## src/rtl/mac_pkg.sv

```systemverilog
// Shared widths, operand/accumulator types and saturation limits for the
// Part 4 MAC datapath.
package mac_pkg;

    localparam int unsigned A_W         = 14;
    localparam int unsigned F_W         = 2 * A_W;
    localparam int unsigned MULT_STAGES = 3;

    typedef logic signed [A_W-1:0] operand_t;
    typedef logic signed [F_W-1:0] acc_t;

    localparam acc_t ACC_MAX = acc_t'(134217727);
    localparam acc_t ACC_MIN = acc_t'(-134217728);

endpackage : mac_pkg

```

## src/rtl/part4b3_mult_pipe.sv

```systemverilog
// Signed A_W x A_W multiplier followed by STAGES product registers, with a
// valid bit travelling alongside each stage.
module part4b3_mult_pipe
    import mac_pkg::*;
#(
    parameter int unsigned STAGES = MULT_STAGES
) (
    input  logic     clk,
    input  logic     rst_n,
    input  operand_t a_i,
    input  operand_t b_i,
    input  logic     vld_i,
    output acc_t     p_o,
    output logic     vld_o
);

    acc_t              prod_c;
    acc_t              prod_q [STAGES];
    logic [STAGES-1:0] vld_q;

    // Full-width product; the extreme case (-8192)^2 still fits in F_W bits.
    assign prod_c = acc_t'(a_i) * acc_t'(b_i);

    always_ff @(posedge clk or negedge rst_n) begin
        if (!rst_n) begin
            for (int unsigned i = 0; i < STAGES; i++) begin
                prod_q[i] <= '0;
            end
            vld_q <= '0;
        end else begin
            prod_q[0] <= prod_c;
            vld_q[0]  <= vld_i;
            for (int unsigned i = 1; i < STAGES; i++) begin
                prod_q[i] <= prod_q[i-1];
                vld_q[i]  <= vld_q[i-1];
            end
        end
    end

    assign p_o   = prod_q[STAGES-1];
    assign vld_o = vld_q[STAGES-1];

endmodule : part4b3_mult_pipe

```

## src/rtl/part4b3_mac_acc.sv

```systemverilog
// Signed multiply-accumulate core: registered inputs, pipelined multiplier and
// a saturating accumulator that updates once per valid product.
module part4b3_mac_acc
    import mac_pkg::*;
(
    input  logic                  clk,
    input  logic                  reset,
    input  logic signed [A_W-1:0] a,
    input  logic signed [A_W-1:0] b,
    input  logic                  valid_in,
    output logic signed [F_W-1:0] f,
    output logic                  valid_out
);

    localparam int unsigned SUM_W = F_W + 1;

    operand_t                 a_q;
    operand_t                 b_q;
    logic                     v0_q;
    acc_t                     prod;
    logic                     prod_vld;
    logic signed [SUM_W-1:0]  sum_c;
    acc_t                     f_d;
    acc_t                     f_q;
    logic                     vout_d;
    logic                     vout_q;

    // Operand capture runs every cycle; the valid bit decides whether it counts.
    always_ff @(posedge clk or negedge reset) begin
        if (!reset) begin
            a_q  <= '0;
            b_q  <= '0;
            v0_q <= 1'b0;
        end else begin
            a_q  <= a;
            b_q  <= b;
            v0_q <= valid_in;
        end
    end

    part4b3_mult_pipe #(
        .STAGES (MULT_STAGES)
    ) u_mult (
        .clk   (clk),
        .rst_n (reset),
        .a_i   (a_q),
        .b_i   (b_q),
        .vld_i (v0_q),
        .p_o   (prod),
        .vld_o (prod_vld)
    );

    // One extra sum bit exposes overflow: the top two bits disagree exactly
    // when the true sum left the accumulator range.
    always_comb begin
        sum_c  = SUM_W'(f_q) + SUM_W'(prod);
        f_d    = f_q;
        vout_d = prod_vld;
        if (prod_vld) begin
            case (sum_c[SUM_W-1 -: 2])
                2'b01:   f_d = ACC_MAX;
                2'b10:   f_d = ACC_MIN;
                default: f_d = sum_c[F_W-1:0];
            endcase
        end
    end

    always_ff @(posedge clk or negedge reset) begin
        if (!reset) begin
            f_q    <= '0;
            vout_q <= 1'b0;
        end else begin
            f_q    <= f_d;
            vout_q <= vout_d;
        end
    end

    assign f         = f_q;
    assign valid_out = vout_q;

endmodule : part4b3_mac_acc

```

## config.mk

```make
export PLATFORM = sky130hd
export DESIGN_NAME = part4b3_mac_acc
export DESIGN_NICKNAME = d
export VERILOG_FILES = /design/src/rtl/mac_pkg.sv /design/src/rtl/part4b3_mult_pipe.sv /design/src/rtl/part4b3_mac_acc.sv
export SDC_FILE = /design/constraint.sdc
export NUM_CORES = 1
export LEC_CHECK = 0
export BUFFER_PORTS_ARGS = -buffer_cell sky130_fd_sc_hd__clkbuf_2
export CAP_MARGIN = 20
export CORE_ASPECT_RATIO = 0.9
export CORE_UTILIZATION = 50
export DETAILED_ROUTE_END_ITERATION = 8
export PLACE_DENSITY_LB_ADDON = 0.1
export SLEW_MARGIN = 5
export SYNTH_ARGS = -nofsm -noshare
export SYNTH_HDL_FRONTEND = slang
export SYNTH_SLANG_ARGS = --single-unit
```

## constraint.sdc

```tcl
create_clock -name clk -period 9.35 [get_ports clk]
set_input_delay 0.4675 -clock clk [delete_from_list [all_inputs] [get_ports clk]]
set_output_delay 0.4675 -clock clk [all_outputs]
set_load 0.01 [all_outputs]
```

==> flow_metrics.env, run 1 <==
export IMPL_outcome="finished clean"
export IMPL_start_util_pct=50.78
export IMPL_path_cells="and2_1, fa_1, inv_1, fa_1, inv_1, fa_1, inv_1, fa_1, inv_1, fa_1, inv_1, fa_1, inv_1, ha_1, o21a_1, o21a_1, or2_1, a41oi_1, a21boi_1, o221ai_2, or4b_1, o211ai_1"
export IMPL_layout_min_cycle_time_ns=6.278
export IMPL_min_path_type="in2async"
export IMPL_grt_setup_unrepaired="no"
export IMPL_hold_viol=0
export IMPL_cts_resized=0
export IMPL_ys_types=61
export IMPL_dp_hpwl_mm=20.50
export IMPL_die_height_um=156.1
export IMPL_areaGrowthSynthToFinish_pct=9.005
export IMPL_clk_latency_ns=0.43
export IMPL_syn_area_per_cell_um2=10.07
export IMPL_synthSimpleGateAreaFrac_pct=13.47
export IMPL_nNetsFinal=1675
export IMPL_cp_start_kind="register"
export IMPL_ctsHoldBuffers=0
export IMPL_cpPeakStageDelay_ns=0.56
export IMPL_drt_pass1_iter_count=7
export IMPL_root_buffer="clkbuf_16"
export IMPL_cts_tree="built"
export IMPL_core_area_um2=25990
export IMPL_drv_slew=0
export IMPL_setup_viol=0
export IMPL_ctsHtreeMaxLevel=4
export IMPL_cp_end_kind="register"
export IMPL_synth_seq_cells=145
export IMPL_fillCellCount=2322
export IMPL_synthCells=1311
export IMPL_globalplace_congestion=0.8591
export IMPL_synth_top_family_by_area="adder cells"
export IMPL_clock_path_buffers=2
export IMPL_cp_required_ns=9.69
export IMPL_ioPinCount=60
export IMPL_synth_cell_area_um2=13200
export IMPL_drtIter0Drc=519
export IMPL_wirelength_mm=25.87
export IMPL_num_vias=8561
export IMPL_synth_compound_area_share_pct=8.521
export IMPL_clkTransAtPathRegs_ns=0.08
export IMPL_chipWidth_um=173.3
export IMPL_cts_setup_buffers=0
export IMPL_routedWlPerCell_um=15.11
export IMPL_grt_pass1_vias=8842
export IMPL_synth_edf_count=0
export IMPL_cp_max_fo=14
export IMPL_num_antenna_cells=0
export IMPL_muxShareOfSynthArea_pct=0.2370
export IMPL_drive_gt1_share_pct=7.771
export IMPL_worst_pin_slew_ns=1.065
export IMPL_synth_fa_ha_area_share_pct=38.92
export IMPL_antenna_found_initial=0
export IMPL_period_share_pct=67.15
export IMPL_max_freq_mhz=159.3
export IMPL_avgViaCountPerCell=5.001
export IMPL_place_port_buffers=59
export IMPL_slew_headroom_pct=28.87
export IMPL_rows=56
export IMPL_cts_sinks=145
export IMPL_fin_worst_skew_ns=0.01984
export IMPL_numCtsBuffers=17
export IMPL_die_area_um2=27060
export IMPL_overflow=0
export IMPL_grt_max_degree=76
export IMPL_synth_async_reset_ratio_pct=100.0
export IMPL_critical_path_arrival_ns=6.62
export IMPL_antenna_left=0
export IMPL_synth_xor_area_share_pct=2.919
export IMPL_post_route_drc_count=0
export IMPL_yosysWarnings=0
export IMPL_grt_usage_pct=20.69
export IMPL_setup_tns_ns=0
export IMPL_synthFlopType="dfrtp_1"
export IMPL_path_class="reg2reg"
export IMPL_cp_slowest_cell="dfrtp_1"
export IMPL_grt_pass1_wl_mm=44.27
export IMPL_ys_seq_area_share_pct=27.49
export IMPL_cap_violations=0
export IMPL_syn_nets=1635
flip-flops by register name, indices dropped and copies added, names as in the netlist:
name           flops
v0_q               1
f                 28
u_mult.prod_q     56
u_mult.p_o        28
valid_out          1
b_q               14
a_q               14
u_mult.vld_q       3
per-layer routing:
metal | vias up | wire [um] | track usage (%)
met5 | - | 0 | 0
met3 | 23 | 1022 | 3.777
met2 | 164 | 11130 | 31.55
met4 | 0 | 416 | 5.773
met1 | 4215 | 13300 | 30.32
li1 | 4159 | - | -
critical path: cells and delay by family (launching register included):
kind                     cells  cell delay [ns]
adder cells (fa/ha/maj)      7             3.28
flip-flops                   1             0.56
buffers and inverters        6             0.30
AO/OA/AOI/OAI                6             1.10
AND/OR/NAND/NOR              3             0.96
kinds of logic (layout without fill, tap and decap cells):
family          count (synthesis)  count (layout)
compound gates                176             176
xor+xnor                       44              44
fa+ha+maj                     293             293
buf+inv                       297             350
flops                         145             145
mux                             3               3
simple gates                  353             353
Yosys cell counts (all sizes together) (11+ instances only):
master	number	area share (%)
and2	103	4.9
nand3	15	0.57
clkbuf	35	1.0
a21o	13	0.74
xnor2	35	2.3
a21oi	70	2.7
fa	196	30
dfrtp	145	27
nor2	60	1.7
ha	97	9.2
nor3	14	0.57
o21ai	27	1.0
or3	13	0.62
nand2	108	3.1
o21a	11	0.64
inv	256	7.3
layout by cell type (no fill, tap or decap), types with 3 or more instances in the layout:
master      count
inv_1         255
fa_1          196
dfrtp_1       145
nand2_1       108
and2_1        102
ha_1           97
a21oi_1        70
nor2_1         60
clkbuf_2       58
xnor2_1        35
o21ai_0        24
clkbuf_16      17
nand3_1        15
nor3_1         13
or3_1          13
a21o_1         13
o21a_1         10
nand2b_1        9
nor2b_1         9
xor2_1          9
o211ai_1        8
o21bai_1        8
and3_1          7
a211oi_1        5
a31oi_1         5
inv_6           5
o31ai_1         4
o2111ai_1       4
nor4_1          3
a311oi_1        3
o21ai_1         3
a31o_2          3
clkinvlp_4      3
path summary, 6_finish.rpt:
| path | start | slack, ns | end | cells after the start |
|---|---|---|---|---|
| worst max-delay path | a_q[7]$_DFF_PN0_ | 3.07 | u_mult.prod_q[79]$_DFF_PN0_ | 22 |
| worst min-delay path | reset | 0.03 | f[0]$_DFFE_PN0P_ | 1 |
| worst max register to register | a_q[7]$_DFF_PN0_ | 3.07 | u_mult.prod_q[79]$_DFF_PN0_ | 22 |
| worst min register to register | u_mult.prod_q[34]$_DFF_PN0_ | 0.33 | u_mult.p_o[6]$_DFF_PN0_ | 0 |
| max in group asynchronous | reset | 8.00 | u_mult.prod_q[83]$_DFF_PN0_ | 2 |
| min in group clk | a[8] | 0.14 | a_q[8]$_DFF_PN0_ | 1 |
final cells by class:
cell class                 instances  area [um2]  area share (%)
clock inverter                    13       143.9           1.000
multi-input combinational        869        8457           58.77
sequential                       145        3628           25.22
clock buffer                      19       442.9           3.078
inverter                         257       964.7           6.704
tap                              348       435.4           3.026
timing repair buffer              61       316.6           2.200
per-stage QoR:
| stage | instance area (um2) | setup WS [ns] | instances | util, % | hold slack, ns |
|---|---|---|---|---|---|
| final | 14390 | 3.072 | 1712 | 55.35 | 0.03307 |
| after global routing | 14390 | 2.794 | 1712 | 55.35 | 0.08145 |
| after CTS | 14390 | 3.082 | 1712 | 55.35 | 0.05959 |
| after detailed placement | 13800 | 3.112 | 1680 | 53.09 | 0.3347 |
| after global placement | 13800 | 3.122 | 1680 | 53.09 | 0.3314 |
| after floorplan | 13200 | 3.515 | 1311 | - | 0.1719 |
Power of run 1 is not shown: default switching activity piles up to over one toggle a cycle in this logic, so the estimate is an artifact.
==> run 2, diff against run 1 <==
--- a/config.mk
+++ b/config.mk
@@ -5,6 +5,7 @@
 export SDC_FILE = /design/constraint.sdc
 export NUM_CORES = 1
 export LEC_CHECK = 0
+export ABC_AREA = 1
 export BUFFER_PORTS_ARGS = -buffer_cell sky130_fd_sc_hd__clkbuf_2
 export CAP_MARGIN = 20
 export CORE_ASPECT_RATIO = 0.9
==> constraint.sdc (replaced) <==
create_clock -name clk -period 5.7 [get_ports clk]
set_input_delay 0.285 -clock clk [delete_from_list [all_inputs] [get_ports clk]]
set_output_delay 0.285 -clock clk [all_outputs]
set_load 0.01 [all_outputs]
==> run 2 against run 1 <==
  * The run now ends with design-rule violations left
  * Global-route usage grew 2.5 points
  * Clock-buffer cell count shrank 1
  * Register-to-register slack lost 2.9 ns
  * Critical endpoint is now u_mult.prod_q[81]$_DFF_PN0_
==> flow_metrics.env, run 2 <==
export IMPL_final_cell_mix="448 x inv_1, 420 x nand2_1, 192 x fa_1"
export IMPL_final_seq_area_um2=3645
export IMPL_cp_endpoint="u_mult.prod_q[81]$_DFF_PN0_"
export IMPL_routedWlPerCell_um=14.49
export IMPL_cts_tree="built"
export IMPL_yosys_area_top_type_share_pct=27.67
export IMPL_path_class="reg2reg"
export IMPL_path_cells="buf_4, nand2_1, inv_1, fa_2, fa_2, buf_4, fa_1, fa_1, inv_1, fa_1, fa_1, inv_1, ha_2, nand2_1, nand2_1, a31oi_2, nor2_1, nor2_1, nand3_2, xor2_1"
export IMPL_critical_path_arrival_ns=5.79
export IMPL_violations="design-rule violations"
export IMPL_setup_viol=0
export IMPL_drv_slew=0
export IMPL_cap_violations=0
export IMPL_reg2reg_slack_ns=0.21
export IMPL_worst_pin_slew_ns=1.044
export IMPL_place_port_buffers=59
export IMPL_yosysWarnings=0
export IMPL_final_common_cell="inv_1"
export IMPL_grt_max_degree=80
export IMPL_synth_common_cells="449 x inv_1, 422 x nand2_1, 196 x fa_1, 145 x dfrtp_1, 97 x ha_1"
export IMPL_synth_area_top_cells="fa_1 28%, dfrtp_1 26%, inv_1 12%"
export IMPL_utilization_pct=58.02
export IMPL_die_height_um=161.8
export IMPL_crit_start="a_q[13]$_DFF_PN0_"
export IMPL_yosysTopAreaCell="fa_1"
export IMPL_fin_worst_skew_ns=0.01615
export IMPL_num_antenna_cells=0
export IMPL_start_util_pct=50.75
export IMPL_avgViaCountPerCell=4.856
export IMPL_drt_pass1_iter_count=9
export IMPL_synthFlopType="dfrtp_1"
export IMPL_areaGrowthSynthToFinish_pct=14.32
export IMPL_layout_min_cycle_time_ns=5.490
export IMPL_outcome="complete, but fails checks"
export IMPL_ctsHtreeMaxLevel=4
export IMPL_grt_pass1_vias=10890
export IMPL_regMostFlops="u_mult.prod_q"
export IMPL_clk_latency_ns=0.43
export IMPL_syn_nets=2027
export IMPL_largest_register_ffs=56
export IMPL_layout_cells_non_filler=2199
export IMPL_drtIter0Drc=605
export IMPL_chipWidth_um=179.5
export IMPL_die_area_um2=29040
export IMPL_ioPinCount=60
export IMPL_num_vias=10680
export IMPL_setup_tns_ns=0
export IMPL_clkTransAtPathRegs_ns=0.07
export IMPL_synth_seq_cells=145
export IMPL_dp_hpwl_mm=25.86
export IMPL_synth_edf_count=0
export IMPL_cts_sinks=145
export IMPL_dp_cells=2122
export IMPL_grt_usage_pct=23.24
export IMPL_rows=58
export IMPL_period_share_pct=96.31
export IMPL_cp_required_ns=6.00
export IMPL_cp_slowest_cell="fa_2"
export IMPL_slew_headroom_pct=30.41
export IMPL_core_area_um2=27940
export IMPL_cp_max_fo=7
export IMPL_crit_top_cell="fa_1"
export IMPL_drive_gt1_share_pct=12.67
export IMPL_max_freq_mhz=182.2
export IMPL_syn_area_per_cell_um2=8.326
export IMPL_reg2reg_to="u_mult.prod_q[81]$_DFF_PN0_"
export IMPL_clock_path_buffers=2
export IMPL_min_path_type="reg2reg"
export IMPL_cpPeakStageDelay_ns=0.61
export IMPL_antenna_left=0
export IMPL_r2r_cells=20
export IMPL_synth_most_common_cell="inv_1"
export IMPL_overflow=0
export IMPL_hold_viol=0
export IMPL_ys_types=39
export IMPL_ys_seq_area_share_pct=25.59
export IMPL_antenna_found_initial=0
export IMPL_wirelength_mm=31.86
export IMPL_numCtsBuffers=17
export IMPL_nNetsFinal=2150
export IMPL_fillCellCount=2538
export IMPL_synthCells=1703
export IMPL_synth_cell_area_um2=14180
export IMPL_r2r_start="a_q[13]$_DFF_PN0_"
export IMPL_grt_pass1_wl_mm=53.08
export IMPL_cp_end_kind="register"
export IMPL_synth_async_reset_ratio_pct=100.0
export IMPL_post_route_drc_count=14
export IMPL_cp_start_kind="register"
export IMPL_multi_input_area_um2=8815
export IMPL_globalplace_congestion=0.9720
export IMPL_root_buffer="clkbuf_16"
-- run 2: layer usage --
metal | part of all wire, % | vias up | global-route usage (%)
met5 | 0 | - | 0
met3 | 4.0 | 49 | 2.937
met4 | 2.2 | 0 | 7.367
met1 | 44 | 5109 | 29.38
met2 | 50 | 293 | 41.67
li1 | - | 5227 | -
-- run 2: through the flow --
step           hold WS, ns  area, um2  setup WS (ns)
6_report            0.3364      16210         0.2104
5_1_grt             0.3508      16210      -0.008099
4_1_cts             0.3349      15970        0.04924
3_5_place_dp        0.3300      15050       -0.02881
3_3_place_gp        0.3253      15050        0.09768
2_1_floorplan     -0.01059      14180         0.2167
-- run 2: worst min-delay path by stage --
stage	start	to	slack (ns)	cells after the start
2_1_floorplan	reset	a_q[0]$_DFF_PN0_	-0.01	0
3_3_place_gp	reset	valid_out$_DFF_PN0_	0.33	1
3_5_place_dp	reset	valid_out$_DFF_PN0_	0.33	1
4_1_cts	v0_q$_DFF_PN0_	u_mult.vld_q[0]$_DFF_PN0_	0.33	0
5_1_grt	u_mult.prod_q[63]$_DFF_PN0_	u_mult.prod_q[35]$_DFF_PN0_	0.35	0
6_report	v0_q$_DFF_PN0_	u_mult.vld_q[0]$_DFF_PN0_	0.34	0
-- run 2: what timing repair did --
item	4_1_cts	5_1_grt
hold buffers	30	0
setup endpoints to repair	2	14
buffers inserted	0	15
endpoints found under the hold margin	95	0
resized for setup	1	42
pin swaps	0	3
-- run 2: critical path: cells and delay by family (launching register included) --
kind                     cells  cell delay, ns
adder cells (fa/ha/maj)      7            3.34
AO/OA/AOI/OAI                1            0.21
buffers and inverters        5            0.51
AND/OR/NAND/NOR              6            0.64
XOR/XNOR                     1            0.18
flip-flops                   1            0.47
-- run 2: kinds of logic (layout without fill, tap and decap cells) --
family,count (synthesis),count (layout),share of synthesized area (%)
simple gates,634,634,18.85
buf+inv,490,626,13.03
fa+ha+maj,293,293,36.23
flops,145,145,25.59
compound gates,109,109,4.324
xor+xnor,32,32,1.977
-- run 2: layout make-up --
| type | instances | share of cell area, % |
|---|---|---|
| multi-input cells | 1068 | 54.38 |
| clock inverters | 14 | 1.142 |
| repair buffers | 139 | 6.029 |
| clock buffers | 18 | 2.648 |
| well taps | 360 | 2.779 |
| inverters | 455 | 10.54 |
| flip-flops and latches | 145 | 22.49 |
Power of run 2 is left out for the same reason.
==> run 3, diff against run 2 <==
--- a/config.mk
+++ b/config.mk
@@ -11,7 +11,7 @@
 export CORE_ASPECT_RATIO = 0.9
 export CORE_UTILIZATION = 50
 export DETAILED_ROUTE_END_ITERATION = 8
-export PLACE_DENSITY_LB_ADDON = 0.1
+export PLACE_DENSITY = 0.8
 export SLEW_MARGIN = 5
 export SYNTH_ARGS = -nofsm -noshare
 export SYNTH_HDL_FRONTEND = slang
==> run 3 against run 2 <==
  * The flow still finishes with violations (design-rule violations)
  * Clock skew shrank 0.0038 ns
  * Sequential cell count is the same
  * First-iteration DRC count grew 16%
  * Fmax shrank 1.4%
  * Die area is the same
  * Hold slack gained 0.0051 ns
  * Non-clock buffer count shrank 10
==> flow_metrics.env, run 3 (same netlist as run 2, synthesis figures left out) <==
export IMPL_ioPinCount=60
export IMPL_outcome="complete, but fails checks"
export IMPL_max_freq_mhz=179.5
export IMPL_dp_hpwl_mm=25.32
export IMPL_cp_max_fo=5
export IMPL_antenna_left=0
export IMPL_hold_viol=0
export IMPL_critical_path_arrival_ns=5.89
export IMPL_layout_cells_non_filler=2189
export IMPL_num_antenna_cells=0
export IMPL_final_common_cell="inv_1"
export IMPL_start_util_pct=50.75
export IMPL_final_cell_mix="448 x inv_1, 420 x nand2_1, 193 x fa_1"
export IMPL_die_height_um=161.8
export IMPL_clock_path_buffers=2
export IMPL_routedWlPerCell_um=14.71
export IMPL_slew_headroom_pct=46.21
export IMPL_fillCellCount=2341
export IMPL_overflow=0
export IMPL_grt_setup_unrepaired="yes"
export IMPL_path_delay_family="adder cells"
export IMPL_cap_violations=0
export IMPL_place_port_buffers=59
export IMPL_cp_end_kind="register"
export IMPL_rows=58
export IMPL_chipWidth_um=179.5
export IMPL_drtIter0Drc=703
export IMPL_grt_max_degree=90
export IMPL_violations="design-rule violations"
export IMPL_antenna_found_initial=0
export IMPL_num_vias=10900
export IMPL_min_path_type="reg2reg"
export IMPL_drv_slew=0
export IMPL_wirelength_mm=32.21
export IMPL_hold_depth=0
export IMPL_regMostFlops="u_mult.prod_q"
export IMPL_cp_depth=23
export IMPL_cts_tree="built"
export IMPL_clk_latency_ns=0.43
export IMPL_clkTransAtPathRegs_ns=0.07
export IMPL_avgViaCountPerCell=4.977
export IMPL_numCtsBuffers=17
export IMPL_dp_cells=2121
export IMPL_r2r_cells=23
export IMPL_cts_sinks=145
export IMPL_path_buf_inv=7
export IMPL_grt_pass1_vias=11690
export IMPL_cpPeakStageDelay_ns=0.65
export IMPL_grt_pass1_wl_mm=54.54
export IMPL_nNetsFinal=2140
export IMPL_core_area_um2=27940
export IMPL_areaGrowthSynthToFinish_pct=13.65
export IMPL_ctsHtreeMaxLevel=4
export IMPL_post_route_drc_count=16
export IMPL_drive_gt1_share_pct=12.19
export IMPL_globalplace_congestion=0.9425
export IMPL_die_area_um2=29040
export IMPL_cp_required_ns=6.02
export IMPL_drt_pass1_iter_count=9
export IMPL_worst_pin_slew_ns=0.8068
export IMPL_fin_worst_skew_ns=0.01236
export IMPL_largest_register_ffs=56
export IMPL_layout_min_cycle_time_ns=5.570
export IMPL_cp_start_kind="register"
export IMPL_path_cells="buf_2, nand2_1, inv_1, fa_2, fa_2, inv_1, fa_1, inv_1, fa_1, fa_1, inv_1, fa_1, inv_1, ha_1, nand2_1, nor2_2, nand2_1, nor2_1, nand2_1, nand3_1, inv_1, nand2_1, nand2_1"
export IMPL_grt_usage_pct=23.66
export IMPL_path_class="reg2reg"
export IMPL_setup_viol=0
export IMPL_period_share_pct=97.71
export IMPL_root_buffer="clkbuf_16"
export IMPL_cp_slowest_cell="fa_2"
-- run 3: changes by cell type in the layout (fill, tap and decap cells not counted), sizes merged --
cell      change
buf          -10
clkinv        +1
clkinvlp      +1
inv           -2
-- run 3: layout make-up --
class,instances,area (um2),share of cell area [%]
Tap cell,360,450.4,2.795
Inverter,455,1708,10.60
Multi-Input combinational cell,1068,8795,54.58
Sequential cell,145,3645,22.62
Timing Repair Buffer,129,903.4,5.606
Clock buffer,18,429.2,2.663
Clock inverter,14,183.9,1.141
-- run 3: worst register-to-register path: stages, from the launching register on --
cell     delay [ns]
dfrtp_2        0.43
buf_2          0.17
nand2_1        0.09
inv_1          0.07
fa_2           0.51
fa_2           0.65
inv_1          0.10
fa_1           0.48
inv_1          0.05
fa_1           0.49
fa_1           0.49
inv_1          0.05
fa_1           0.49
inv_1          0.04
ha_1           0.34
nand2_1        0.17
nor2_2         0.19
nand2_1        0.12
nor2_1         0.19
nand2_1        0.11
nand3_1        0.11
inv_1          0.04
nand2_1        0.05
nand2_1        0.05
-- run 3: path summary, 6_finish.rpt --
| path | end | slack [ns] | startpoint |
|---|---|---|---|
| hold reg to reg | u_mult.p_o[13]$_DFF_PN0_ | 0.34 | u_mult.prod_q[41]$_DFF_PN0_ |
| setup / recovery | u_mult.prod_q[83]$_DFF_PN0_ | 0.13 | a_q[13]$_DFF_PN0_ |
| max in group asynchronous | u_mult.p_o[8]$_DFF_PN0_ | 4.03 | reset |
| hold / removal | u_mult.p_o[13]$_DFF_PN0_ | 0.34 | u_mult.prod_q[41]$_DFF_PN0_ |
| min in group asynchronous | valid_out$_DFF_PN0_ | 0.49 | reset |
| setup reg to reg | u_mult.prod_q[83]$_DFF_PN0_ | 0.13 | a_q[13]$_DFF_PN0_ |
-- run 3: timing repair --
item,in CTS,in global routing
resized for setup,3,37
hold endpoints to repair,117,0
hold buffers,30,0
pin swaps,0,6
buffers inserted,0,6
setup endpoints to repair,3,10
gates cloned,0,0
-- run 3: per-stage QoR --
step                      setup TNS (ns)  setup slack [ns]  instance area, um2  utilization (%)  hold WS [ns]
after floorplan                        0            0.2167               14180                -      -0.01059
after global placement          -0.04301          -0.04301               15050            53.86        0.3322
after detailed placement         -0.1681           -0.1487               15050            53.86        0.3347
after CTS                              0           0.07423               15970            57.15        0.3431
after global routing             -0.2745          -0.08273               16110            57.68        0.3506
final                                  0            0.1304               16110            57.68        0.3415
-- run 3: per-layer routing --
| layer | part of all wire (%) | up-vias | routed length (um) | global-route usage [%] |
|---|---|---|---|---|
| li1 | - | 5202 | - | - |
| met1 | 42 | 5205 | 13500 | 29.29 |
| met2 | 49 | 391 | 15720 | 41.81 |
| met3 | 6.0 | 97 | 1940 | 3.991 |
| met4 | 3.2 | 0 | 1046 | 8.699 |
| met5 | 0 | - | 0 | 0 |
Power of run 3 is left out for the same reason.
